### src/rtl/outcond_pkg.sv
// Shared state encodings for the output conditioner.
// Bit 1 of every state is the driven level, bit 0 marks a running dwell.
package outcond_pkg;

    typedef enum logic [1:0] {
        LOW_IDLE  = 2'b00,
        LOW_HOLD  = 2'b01,
        HIGH_IDLE = 2'b10,
        HIGH_HOLD = 2'b11
    } state_t;

    function automatic state_t make_state(input logic level, input logic hold);
        return state_t'({level, hold});
    endfunction

endpackage

### src/rtl/output_conditioner_dwell_timer.sv
// Dwell counter: load restarts at 0, enable advances it, expire flags the last
// dwell cycle. The count parks on the last value instead of running on.
module dwell_timer #(
    parameter int counterwidth = 3,
    parameter int waittime     = 3
) (
    input  logic clk,
    input  logic reset_n,
    input  logic load,
    input  logic enable,
    output logic expire
);

    if ((2 ** counterwidth) <= waittime) begin : g_width_check
        $error("dwell_timer: counterwidth too small for waittime");
    end

    localparam logic [counterwidth-1:0] LAST =
        (waittime == 0) ? '0 : counterwidth'(waittime - 1);

    logic [counterwidth-1:0] count;

    always_ff @(posedge clk or negedge reset_n) begin
        if (!reset_n) begin
            count <= '0;
        end else if (load) begin
            count <= '0;
        end else if (enable && !expire) begin
            count <= count + counterwidth'(1);
        end
    end

    assign expire = (count == LAST);

endmodule

### src/rtl/output_conditioner.sv
// Rebuilds a clean level from set/clear request pulses, holding each level for
// at least waittime cycles and deferring one opposite request during the hold.
module output_conditioner
    import outcond_pkg::*;
#(
    parameter int counterwidth = 3,
    parameter int waittime     = 3
) (
    input  logic   clk,
    input  logic   reset_n,
    input  logic   setpulse,
    input  logic   clearpulse,
    output logic   drivensignal,
    output logic   positiveedge,
    output logic   negativeedge,
    output logic   busy,
    output logic   pending,
    output state_t fsm_state
);

    localparam logic HOLD_EN = (waittime != 0);

    state_t state_q, state_d;
    logic   pending_q, pending_d;
    logic   pos_q, pos_d, neg_q, neg_d;
    logic   load, expire;
    logic   level, hold, set_req, clr_req, flip_req, same_req, pend_next;

    dwell_timer #(
        .counterwidth(counterwidth),
        .waittime    (waittime)
    ) u_dwell (
        .clk    (clk),
        .reset_n(reset_n),
        .load   (load),
        .enable (hold),
        .expire (expire)
    );

    // The pending direction is always the opposite of the current level,
    // because a same-level request cancels it; no separate bit is stored.
    always_comb begin
        state_d   = state_q;
        pending_d = pending_q;
        pos_d     = 1'b0;
        neg_d     = 1'b0;
        load      = 1'b0;
        level     = state_q[1];
        hold      = state_q[0];
        set_req   = setpulse & ~clearpulse;
        clr_req   = clearpulse & ~setpulse;
        flip_req  = level ? clr_req : set_req;
        same_req  = level ? set_req : clr_req;
        pend_next = pending_q;

        if (!hold) begin
            if (flip_req) begin
                state_d = make_state(~level, HOLD_EN);
                load    = 1'b1;
                pos_d   = ~level;
                neg_d   = level;
            end
        end else begin
            if (flip_req) begin
                pend_next = 1'b1;
            end else if (same_req) begin
                pend_next = 1'b0;
            end
            if (expire) begin
                pending_d = 1'b0;
                if (pend_next) begin
                    state_d = make_state(~level, 1'b1);
                    load    = 1'b1;
                    pos_d   = ~level;
                    neg_d   = level;
                end else begin
                    state_d = make_state(level, 1'b0);
                end
            end else begin
                pending_d = pend_next;
            end
        end
    end

    always_ff @(posedge clk or negedge reset_n) begin
        if (!reset_n) begin
            state_q   <= LOW_IDLE;
            pending_q <= 1'b0;
            pos_q     <= 1'b0;
            neg_q     <= 1'b0;
        end else begin
            state_q   <= state_d;
            pending_q <= pending_d;
            pos_q     <= pos_d;
            neg_q     <= neg_d;
        end
    end

    assign drivensignal = state_q[1];
    assign busy         = state_q[0];
    assign pending      = pending_q;
    assign positiveedge = pos_q;
    assign negativeedge = neg_q;
    assign fsm_state    = state_q;

endmodule
### config.mk
export PLATFORM = sky130hd
export DESIGN_NAME = output_conditioner
export DESIGN_NICKNAME = d
export VERILOG_FILES = /design/src/rtl/outcond_pkg.sv /design/src/rtl/output_conditioner_dwell_timer.sv /design/src/rtl/output_conditioner.sv
export SDC_FILE = /design/constraint.sdc
export NUM_CORES = 1
export LEC_CHECK = 0
export CAP_MARGIN = 20
export CORE_AREA = 2 2 39 41
export DETAILED_ROUTE_END_ITERATION = 7
export DIE_AREA = 0 0 41 43
export HOLD_SLACK_MARGIN = 0.05
export PLACE_DENSITY_LB_ADDON = 0.2
export SLEW_MARGIN = 5
export SYNTH_ARGS = -nofsm -noshare
export SYNTH_HDL_FRONTEND = slang
export SYNTH_SLANG_ARGS = --single-unit
### constraint.sdc
create_clock -name clk -period 3.3 [get_ports clk]
set_input_delay 0.66 -clock clk [delete_from_list [all_inputs] [get_ports clk]]
set_output_delay 0.66 -clock clk [all_outputs]
set_load 0.01 [all_outputs]
### After elaboration in Yosys (flattened, before gate mapping)

Index checks and enable logic that the tools add are counted.

* reduce and logical (&&, ||, !) cells: 5
* equality and inequality tests: 3
* multiplexer cells: 24
* add/subtract/negate cells: 1
* bitwise logic cells: 5

Operators by type and width (number)
* 1-bit 2-to-1 mux: 18
* 2-bit 2-to-1 mux: 4
* 3-bit 2-to-1 mux: 2
* 2-bit by 1-bit != test with 1-bit output (second input constant): 2
* 2-bit nonzero test: 2
* 3-bit by 1-bit adder with 3-bit output (second input constant): 1
* 3-bit by 2-bit equality test with 1-bit output (second input constant): 1
* 1-bit NOT: 3
* 3-bit AND reduction: 1
* 1-bit bitwise AND: 2
* 1-bit logical AND: 1
* 1-bit zero test: 1

* output and inout bits: 7
* flip-flop bits (word level): 8
* logic and storage cells: 44
* bits of input ports: 4

### Longest topological paths before layout

Gate-level depths: netlist of run 1.

* depth after elaboration: 10
* depth in mapped cells: 6
* gate-level depth less buffers: 6

### Cells and area by module

From an unflattened synthesis of run 1, not the netlist that was laid out.

* cell total of the unflattened synthesis: 58
* area total of the unflattened synthesis: 604.3 um2

By module, submodules not included
* output_conditioner: seq. area each 125.1 um2, area an instance 404.1 um2, cells each 40, times used 1
* dwell_timer: seq. area each 75.1 um2, area an instance 200.2 um2, cells each 18, times used 1

### Least setup slack after synthesis of run 1

Ideal clock, no wire load.

* path type: in2reg
* start: in setpulse
* end: reg state_q[1], in the netlist fsm_state[1]
* required time: 3.168 ns
* stages: 5
* setup time: 0.132 ns
* arrival: 1.736 ns
* path slack: 1.433 ns
* buffers on the path: 1
* path through: buf_6 nand2b_4 a2111oi_4 nor3_1 or3b_1

* longest elaborated chain between the ends: 8
* elaborated cells between the ends (all ways): 11
* those cells by class: 1 x eq/ne; 5 x mux; 3 x bitwise; 2 x reduce/logical

RTL lines
* start: declaration: RTL line output_conditioner.sv:11 `input logic setpulse,`
* 1-bit NOT: RTL line output_conditioner.sv:51 `clr_req = clearpulse & ~setpulse;`
* 1-bit bitwise AND: RTL line output_conditioner.sv:51
* 1-bit 2-to-1 mux: RTL line output_conditioner.sv:53 `same_req = level ? set_req : clr_req;`
* 1-bit 2-to-1 mux: RTL line output_conditioner.sv:66 `end else if (same_req) begin`
* 1-bit 2-to-1 mux: RTL line output_conditioner.sv:64 `if (flip_req) begin`
* 1-bit 2-to-1 mux: RTL line output_conditioner.sv:56 `if (!hold) begin`
* 2-bit by 1-bit != test with 1-bit output (no line)
* 3-bit AND reduction (no line) (*)
* end signal: assignment: RTL line output_conditioner.sv:92 `state_q <= state_d;`
* end: declaration: RTL line output_conditioner.sv:23 `state_t state_q, state_d;`

Every way passes the cells marked *; elsewhere a longest branch is shown, timed or not. The select of a mux whose other input is x is not followed.
A chain may end at the register's enable or synchronous reset.

### Final worst setup path of run 1

Same ends and word-level chain as after synthesis.

==> results of run 1 <==
-- cell usage after synthesis --
library cell  count  area share [%]
o21ai_1           1            0.86
and3_4            1             1.9
a21oi_1           6             5.2
buf_6             1             1.9
dfrtp_1           8              35
nor3b_1           1             1.3
nand2_1           4             2.6
o22ai_1           1             1.1
nand2b_4          1             2.4
xnor2_1           1             1.5
a22o_2            1             1.7
nor3_1            1            0.86
and2b_2           2             3.0
nand3b_1          1             1.3
nand3_1           1            0.86
or2b_1            1             1.3
a32o_1            2             3.5
inv_1             3             1.9
or3b_2            1             1.5
a21boi_0          1             1.3
o21ai_0           4             3.5
a211oi_1          2             2.6
nor2_1            3             1.9
a2111oi_4         1             4.8
nor2b_1           2             2.2
ha_1              2             4.3
buf_4             5             6.5
or3b_1            1             1.5
mux2_2            1             1.9
-- sequential cells by signal (all words and copies together), names as in the netlist --
register,cells
pending,1
fsm_state,2
negativeedge,1
positiveedge,1
u_dwell.count,3
-- power groups by stage --
stage	registers (mW)	clock network (mW)	logic (mW)
after global routing	0.220	0.0826	0.312
after detailed placement	0.209	0	0.285
after CTS	0.208	0.0771	0.287
after floorplan	0.187	0	0.224
after global placement	0.207	0	0.275
final	0.209	0.0770	0.282
-- critical path: stages --
cell	delay, ps
clkdlybuf4s50_1	670
or2b_1	310
a2111oi_4	360
nor3_1	100
or3b_1	350
-- metal layers --
layer | track usage, % | vias to the layer above | share of wire, %
met1 | 24.3 | 212 | 52
li1 | - | 224 | -
met2 | 20.0 | 8 | 44
met4 | 8.00 | 0 | 0.89
met3 | 3.14 | 2 | 3.4
met5 | 0 | - | 0
-- cell families after synthesis --
family / share of synthesized area, %
adders and majority gates: 4.33
AOI/OAI and AO/OA: 24.5
xor gates and xnor gates: 1.52
DFF: 34.6
muxes: 1.95
and+or+nand+nor: 22.7
buffers and inverters: 10.4
-- per-stage QoR --
step	total power [mW]	utilization (%)	hold WS, ps	cells
global placement	0.482	46.9	540	80
global route	0.615	48.6	608	83
finish	0.568	48.6	566	83
CTS	0.572	48.6	571	83
detailed placement	0.494	46.9	559	80
floorplan	0.411	-	364	60
-- cell type report --
cell class / count / area (um^2) / area share, %
timing repair buffer: 10 / 100 / 14.9
clock buffer: 3 / 22.5 / 3.35
sequential: 8 / 200 / 29.8
multi-input combinational: 43 / 318 / 47.3
tap: 16 / 20.0 / 2.98
inverter: 3 / 11.3 / 1.68
-- final timing paths --
check	from	endpoint	slack (ps)	depth (start not counted)
max	setpulse	fsm_state[1]	990	5
min	u_dwell.count[1]	u_dwell.count[1]	570	1
max reg2reg	u_dwell.count[0]	fsm_state[1]	1440	6
min reg2reg	u_dwell.count[1]	u_dwell.count[1]	570	1
max in group asynchronous	reset_n	pending	2340	1
min in group asynchronous	reset_n	fsm_state[1]	690	1
==> impl_metrics.py, run 1 <==
metrics = {
    "sta": {
        "setup-tns-final_ps": 0,
        "worst_slew_pin_slew_ps": 552,
        "slew_headroom_pct": 63.0,
        "final_hold_viol_count": 0,
        "drv_slew": 0,
        "setup_violations": 0,
        "fmax_mhz": 432,
        "timing.final.crit_share_pct": 70.1,
        "fin_worst_skew_ps": 5.48,
        "layout_min_cycle_time_ps": 2310,
        "rsz0062_at_grt": "no",
        "fin_ws_ps": 987,
    },
    "cells_and_area": {
        "design_area_um2": 672,
        "drive_above_1_share_pct": 16.4,
        "finalNetCount": 75,
        "diodes": 0,
        "mostFrequentLayoutCell": "clkdlybuf4s50_1",
        "n_fill_cell": 138,
        "area_growth_pct": 16.2,
        "layout_common_cells": "clkdlybuf4s50_1, dfrtp_1, a21oi_1",
    },
    "logic_synthesis": {
        "ys_seq_area_share_pct": 34.6,
        "ys_seq_elements": 8,
        "synth_cells": 60,
        "syn_area_per_cell_um2": 9.63,
        "synth_nets": 66,
        "ys_types": 29,
        "ys_warn_count": 0,
        "syn-cell-area_um2": 578,
    },
    "route": {
        "drc": 0,
        "via_per_inst": 5.37,
        "drt_iter0_markers": 0,
        "drtPass1Iterations": 1,
        "num_vias": 446,
        "antenna_left": 0,
        "wire_per_inst_um": 13.6,
        "drt_wl_total_um": 1130,
    },
    "cts": {
        "root_buffer": "clkbuf_4",
        "htree_num_levels": 1,
        "cts_setup_buffers": 0,
        "hold_buffers": 0,
        "cts_tree": "yes",
        "clock-sinks": 8,
        "clock_latency_ps": 260,
        "cts_buffer_depth": 2,
        "clk_pin_slew_worst_paths_ps": 60,
        "post_cts_resized": 0,
        "cts_buffers": 3,
    },
    "global_route": {
        "grt_pass1_vias": 399,
        "overflow": 0,
        "grt.total_usage_pct": 15.7,
        "grt_antenna_before_repair": 0,
        "grt_max_degree": 17,
        "grt_pass1_wl_um": 1850,
    },
    "placement": {
        "place.gp.congestion": 0.716,
        "dp_slack_ps": 725,
        "io_buffers": 10,
        "dpl.hpwl_um": 810,
        "placed_cell_area_um2": 649,
    },
    "setup_path": {
        "cp_data_arrival_time_ps": 2450,
        "cp-end-kind": "register",
        "critPathRequiredTime_ps": 3440,
        "criticalPathCategory": "input port to register",
        "path_max_fanout": 11,
        "start_kind": "input port",
    },
    "power": {
        "ir_worst_vdd_mv": 0.419,
        "intPower_mw": 0.339,
        "clockPowerShare_pct": 13.6,
        "powerDensity_nw_per_um2": 845,
        "comb_power_share_pct": 49.7,
        "leakagePower_nw": 0.269,
        "p_seq_share_pct": 36.8,
        "p_switching_mw": 0.229,
        "switching_share_pct": 40.3,
    },
    "floorplan": {
        "dieArea_um2": 1760,
        "core_um2": 1380,
        "start_util_pct": 41.8,
        "die_w_um": 41,
        "rows": 14,
        "die_h_um": 43,
        "pin_count": 11,
    },
    "outcome": {
        "status": "completed",
    },
    "run": {
        "max_cap_violations": 0,
    },
    "min_path": {
        "hold_path_class": "register to register",
    },
}
No activity file was read; power rests on OpenSTA's default activity.
==> run 2: changes to the inputs <==
--- a/config.mk
+++ b/config.mk
@@ -6,9 +6,8 @@
 export NUM_CORES = 1
 export LEC_CHECK = 0
 export CAP_MARGIN = 20
-export CORE_AREA = 2 2 39 41
+export CORE_UTILIZATION = 44
 export DETAILED_ROUTE_END_ITERATION = 7
-export DIE_AREA = 0 0 41 43
 export HOLD_SLACK_MARGIN = 0.05
 export PLACE_DENSITY_LB_ADDON = 0.2
 export SLEW_MARGIN = 5
==> constraint.sdc (replaced) <==
create_clock -name clk -period 2.09 [get_ports clk]
set_input_delay 0.418 -clock clk [delete_from_list [all_inputs] [get_ports clk]]
set_output_delay 0.418 -clock clk [all_outputs]
set_load 0.01 [all_outputs]
==> impl_metrics.py, run 2 (same netlist as run 1, synthesis figures left out) <==
metrics = {
    "sta": {
        "timing.final.crit_share_pct": 91.8,
        "slew_headroom_pct": 74.7,
        "final_hold_viol_count": 0,
        "drv_slew": 0,
        "layout_min_cycle_time_ps": 1920,
        "rsz0062_at_grt": "no",
        "fmax_mhz": 521,
        "worst_slew_pin_slew_ps": 378,
        "fin_worst_skew_ps": 2.93,
        "setup_violations": 0,
    },
    "setup_path": {
        "critPathRequiredTime_ps": 2230,
        "criticalPathCategory": "input port to register",
        "path_max_fanout": 4,
        "cp-end-kind": "register",
        "start_kind": "input port",
        "cp_data_arrival_time_ps": 2060,
    },
    "cells_and_area": {
        "layout_common_cells": "clkdlybuf4s50_1, dfrtp_1, a21oi_1, buf_4",
        "area_growth_pct": 23.6,
        "top_register": "u_dwell.count",
        "final_cell_count_no_fill": 87,
        "drive_above_1_share_pct": 23.3,
        "finalNetCount": 81,
        "post-route-util_pct": 61.8,
        "largest_register_ffs": 3,
        "diodes": 0,
        "mostFrequentLayoutCell": "clkdlybuf4s50_1",
    },
    "placement": {
        "io_buffers": 10,
        "dp.cells": 84,
        "place.gp.congestion": 0.741,
        "dpl.hpwl_um": 899,
    },
    "route": {
        "drt_iter0_markers": 4,
        "via_per_inst": 5.41,
        "wire_per_inst_um": 13.1,
        "num_vias": 471,
        "drtPass1Iterations": 2,
        "drc": 0,
        "antenna_left": 0,
        "drt_wl_total_um": 1140,
    },
    "floorplan": {
        "rows": 12,
        "dieArea_um2": 1460,
        "core_um2": 1160,
        "start_util_pct": 50.0,
        "die_w_um": 38.2,
        "die_h_um": 38.2,
        "pin_count": 11,
    },
    "global_route": {
        "use_met1_pct": 24.3,
        "use_met2_pct": 33.1,
        "overflow": 0,
        "grt_pass1_wl_um": 1950,
        "top_usage_layer": "met2",
        "grt_antenna_before_repair": 0,
        "grt_max_degree": 15,
        "grt_use_met3_pct": 5.23,
        "grt_pass1_vias": 453,
        "grt.total_usage_pct": 20.0,
    },
    "cts": {
        "root_buffer": "clkbuf_4",
        "cts_buffers": 3,
        "post_cts_resized": 0,
        "cts_setup_buffers": 0,
        "cts_buffer_depth": 2,
        "clock-sinks": 8,
        "htree_num_levels": 1,
        "hold_buffers": 0,
        "cts_tree": "yes",
        "clock_latency_ps": 260,
        "clk_pin_slew_worst_paths_ps": 50,
    },
    "power": {
        "powerDensity_nw_per_um2": 1300,
        "comb_power_share_pct": 55.1,
        "switching_share_pct": 38.7,
        "clockPowerShare_pct": 13.0,
        "intPower_mw": 0.570,
        "p_switching_mw": 0.359,
        "leakagePower_nw": 0.299,
        "p_seq_share_pct": 32.0,
        "ir_worst_vdd_mv": 0.492,
    },
    "run": {
        "max_cap_violations": 0,
    },
    "outcome": {
        "status": "completed",
    },
    "min_path": {
        "hold_path_class": "input port to asynchronous set/reset pin",
    },
}
==> run 2: power by group through the flow <==
| stage | Sequential, mW | Clock, mW | Combinational (mW) |
|---|---|---|---|
| floorplan | 0.295 | 0 | 0.354 |
| global placement | 0.300 | 0 | 0.500 |
| detailed placement | 0.302 | 0 | 0.514 |
| CTS | 0.300 | 0.129 | 0.515 |
| global route | 0.313 | 0.133 | 0.572 |
| finish | 0.297 | 0.120 | 0.512 |
==> run 2: worst max-delay path, cell delays in order <==
cell             delay [ps]
clkdlybuf4s50_1         520
or2b_1                  290
a2111oi_4               370
nor3_1                  100
or3b_1                  350
==> run 2: stage by stage <==
step | hold slack (ps) | power, mW | cell area (um^2) | TNS (ps) | worst slack [ps]
final | 442 | 0.929 | 714 | 0 | 172
after global routing | 457 | 1.02 | 714 | 0 | 107
after CTS | 443 | 0.945 | 714 | 0 | 175
after detailed placement | 550 | 0.817 | 692 | -177 | -98.5
after global placement | 537 | 0.800 | 692 | -58.2 | -58.2
after floorplan | 122 | 0.649 | 578 | 0 | 431
==> run 2: layout make-up <==
cell class / count / area [um^2]
fill: 106 / 442
multi-input combinational: 43 / 318
sequential: 8 / 200
timing repair buffer: 16 / 145
clock buffer: 3 / 22.5
tap: 14 / 17.5
inverter: 3 / 11.3
==> run 2: worst paths after layout <==
kind                             startpoint               end  slack, ps  cells past startpoint
min in group clk           u_dwell.count[1]  u_dwell.count[1]        550                      1
max                                setpulse      fsm_state[1]        170                      5
max reg2reg                    fsm_state[1]      fsm_state[1]        330                      4
max in group asynchronous           reset_n      fsm_state[0]       1380                      1
min                                 reset_n      negativeedge        440                      1
min reg2reg                u_dwell.count[1]  u_dwell.count[1]        550                      1
==> run 2: routing by layer <==
layer	vias to the layer above	share of wire [%]
met4	0	1.2
met5	-	0
met2	8	52
met3	2	3.0
li1	239	-
met1	222	44
==> run 3: changes to the inputs <==
--- a/config.mk
+++ b/config.mk
@@ -6,10 +6,11 @@
 export NUM_CORES = 1
 export LEC_CHECK = 0
 export CAP_MARGIN = 20
-export CORE_UTILIZATION = 44
+export CORE_AREA = 2 2 39 41
 export DETAILED_ROUTE_END_ITERATION = 7
+export DIE_AREA = 0 0 41 43
+export DONT_BUFFER_PORTS = 1
 export HOLD_SLACK_MARGIN = 0.05
-export PLACE_DENSITY_LB_ADDON = 0.2
 export SLEW_MARGIN = 5
 export SYNTH_ARGS = -nofsm -noshare
 export SYNTH_HDL_FRONTEND = slang
==> impl_metrics.py, run 3 (same netlist as run 1, synthesis figures left out) <==
metrics = {
    "global_route": {
        "grt_max_degree": 17,
        "overflow": 0,
        "grt_pass1_wl_um": 1800,
        "grt_pass1_vias": 402,
        "grt_antenna_before_repair": 0,
        "grt.total_usage_pct": 16.1,
    },
    "cells_and_area": {
        "largest_register_ffs": 3,
        "drive_above_1_share_pct": 20.3,
        "n_fill_cell": 134,
        "diodes": 0,
        "area_growth_pct": 1.95,
        "finalNetCount": 67,
        "layout_common_cells": "dfrtp_1, a21oi_1, o21ai_0, nand2_1",
        "mostFrequentLayoutCell": "dfrtp_1",
        "top_register": "u_dwell.count",
    },
    "cts": {
        "clk_pin_slew_worst_paths_ps": 60,
        "root_buffer": "clkbuf_4",
        "post_cts_resized": 0,
        "cts_buffer_depth": 2,
        "cts_buffers": 3,
        "cts_tree": "yes",
        "cts_setup_buffers": 0,
        "clock_latency_ps": 260,
        "htree_num_levels": 1,
        "clock-sinks": 8,
        "hold_buffers": 1,
    },
    "run": {
        "max_cap_violations": 0,
    },
    "sta": {
        "layout_min_cycle_time_ps": 1870,
        "fin_ws_ps": 221,
        "fin_worst_skew_ps": 6.95,
        "slew_headroom_pct": 60.5,
        "rsz0062_at_grt": "no",
        "worst_slew_pin_slew_ps": 593,
        "fmax_mhz": 535,
        "final_hold_viol_count": 0,
        "setup_violations": 0,
        "drv_slew": 0,
        "setup-tns-final_ps": 0,
        "timing.final.crit_share_pct": 89.4,
    },
    "route": {
        "drt_wl_total_um": 1050,
        "wire_per_inst_um": 14.0,
        "drt_iter0_markers": 10,
        "drtPass1Iterations": 4,
        "via_per_inst": 5.57,
        "antenna_left": 0,
        "drc": 0,
        "num_vias": 418,
    },
    "outcome": {
        "status": "completed",
    },
    "floorplan": {
        "rows": 14,
        "dieArea_um2": 1760,
        "die_w_um": 41,
        "pin_count": 11,
        "start_util_pct": 41.8,
        "die_h_um": 43,
        "core_um2": 1380,
    },
    "setup_path": {
        "path_max_fanout": 6,
        "start_kind": "register",
        "endpoint": "fsm_state[1]",
        "r2r_slack_ps": 220,
        "critPathRequiredTime_ps": 2220,
        "reg2reg_depth": 6,
        "worstReg2RegStart": "u_dwell.count[0]",
        "rr_endpoint": "fsm_state[1]",
        "criticalPathCategory": "register to register",
        "startpoint": "u_dwell.count[0]",
        "cp_data_arrival_time_ps": 2000,
        "cp-end-kind": "register",
    },
    "placement": {
        "dpl.hpwl_um": 743,
        "place.gp.congestion": 0.749,
        "dp_slack_ps": 234,
        "io_buffers": 0,
    },
    "power": {
        "leakagePower_nw": 0.240,
        "report.power.total_mw": 0.796,
        "powerDensity_nw_per_um2": 1350,
        "ir_worst_vdd_mv": 0.612,
    },
    "min_path": {
        "hold_path_class": "input port to register",
    },
}
## run 3: where the power goes
group	switching, mW	internal (mW)
registers	0.105	0.217
clock network	0.0533	0.0658
logic	0.176	0.179
total	0.335	0.461
## run 3: worst min-delay path by stage
stage | start | slack (ps) | cells past startpoint | to
final | clearpulse | 330 | 2 | negativeedge
after global routing | clearpulse | 320 | 2 | negativeedge
after CTS | clearpulse | 320 | 2 | negativeedge
after detailed placement | reset_n | 120 | 0 | fsm_state[0]
after floorplan | reset_n | 120 | 0 | fsm_state[0]
after global placement | reset_n | 120 | 0 | fsm_state[0]
## run 3: through the flow
step	cell area, um^2	hold WS (ps)	std cells	util [%]
2_1_floorplan	578	122	60	-
3_3_place_gp	557	123	71	40.2
3_5_place_dp	557	123	71	40.2
4_1_cts	589	319	75	42.6
5_1_grt	589	324	75	42.6
6_report	589	327	75	42.6
## run 3: area by class of cell
| type | count | area, um^2 | share of cell area, % |
|---|---|---|---|
| multi-input cells | 43 | 318 | 53.9 |
| inverters | 3 | 11.3 | 1.91 |
| well taps | 16 | 20.0 | 3.40 |
| repair buffers | 2 | 17.5 | 2.97 |
| clock buffers | 3 | 22.5 | 3.82 |
| flip-flops and latches | 8 | 200 | 34.0 |
## run 3: worst max-delay path, stage by stage (launching register included)
cell and delay, ps:
dfrtp_1 410, inv_1 70, ha_1 150, nor2b_1 410
and3_4 300, nor3_1 50, or3b_1 360
## run 3: routing by layer
| metal | track usage (%) | up-vias | wire (um) |
|---|---|---|---|
| met3 | 11.0 | 0 | 73 |
| met4 | 6.00 | 0 | 0 |
| met5 | 0 | - | 0 |
| li1 | - | 211 | - |
| met1 | 19.5 | 192 | 496 |
| met2 | 21.9 | 15 | 482 |
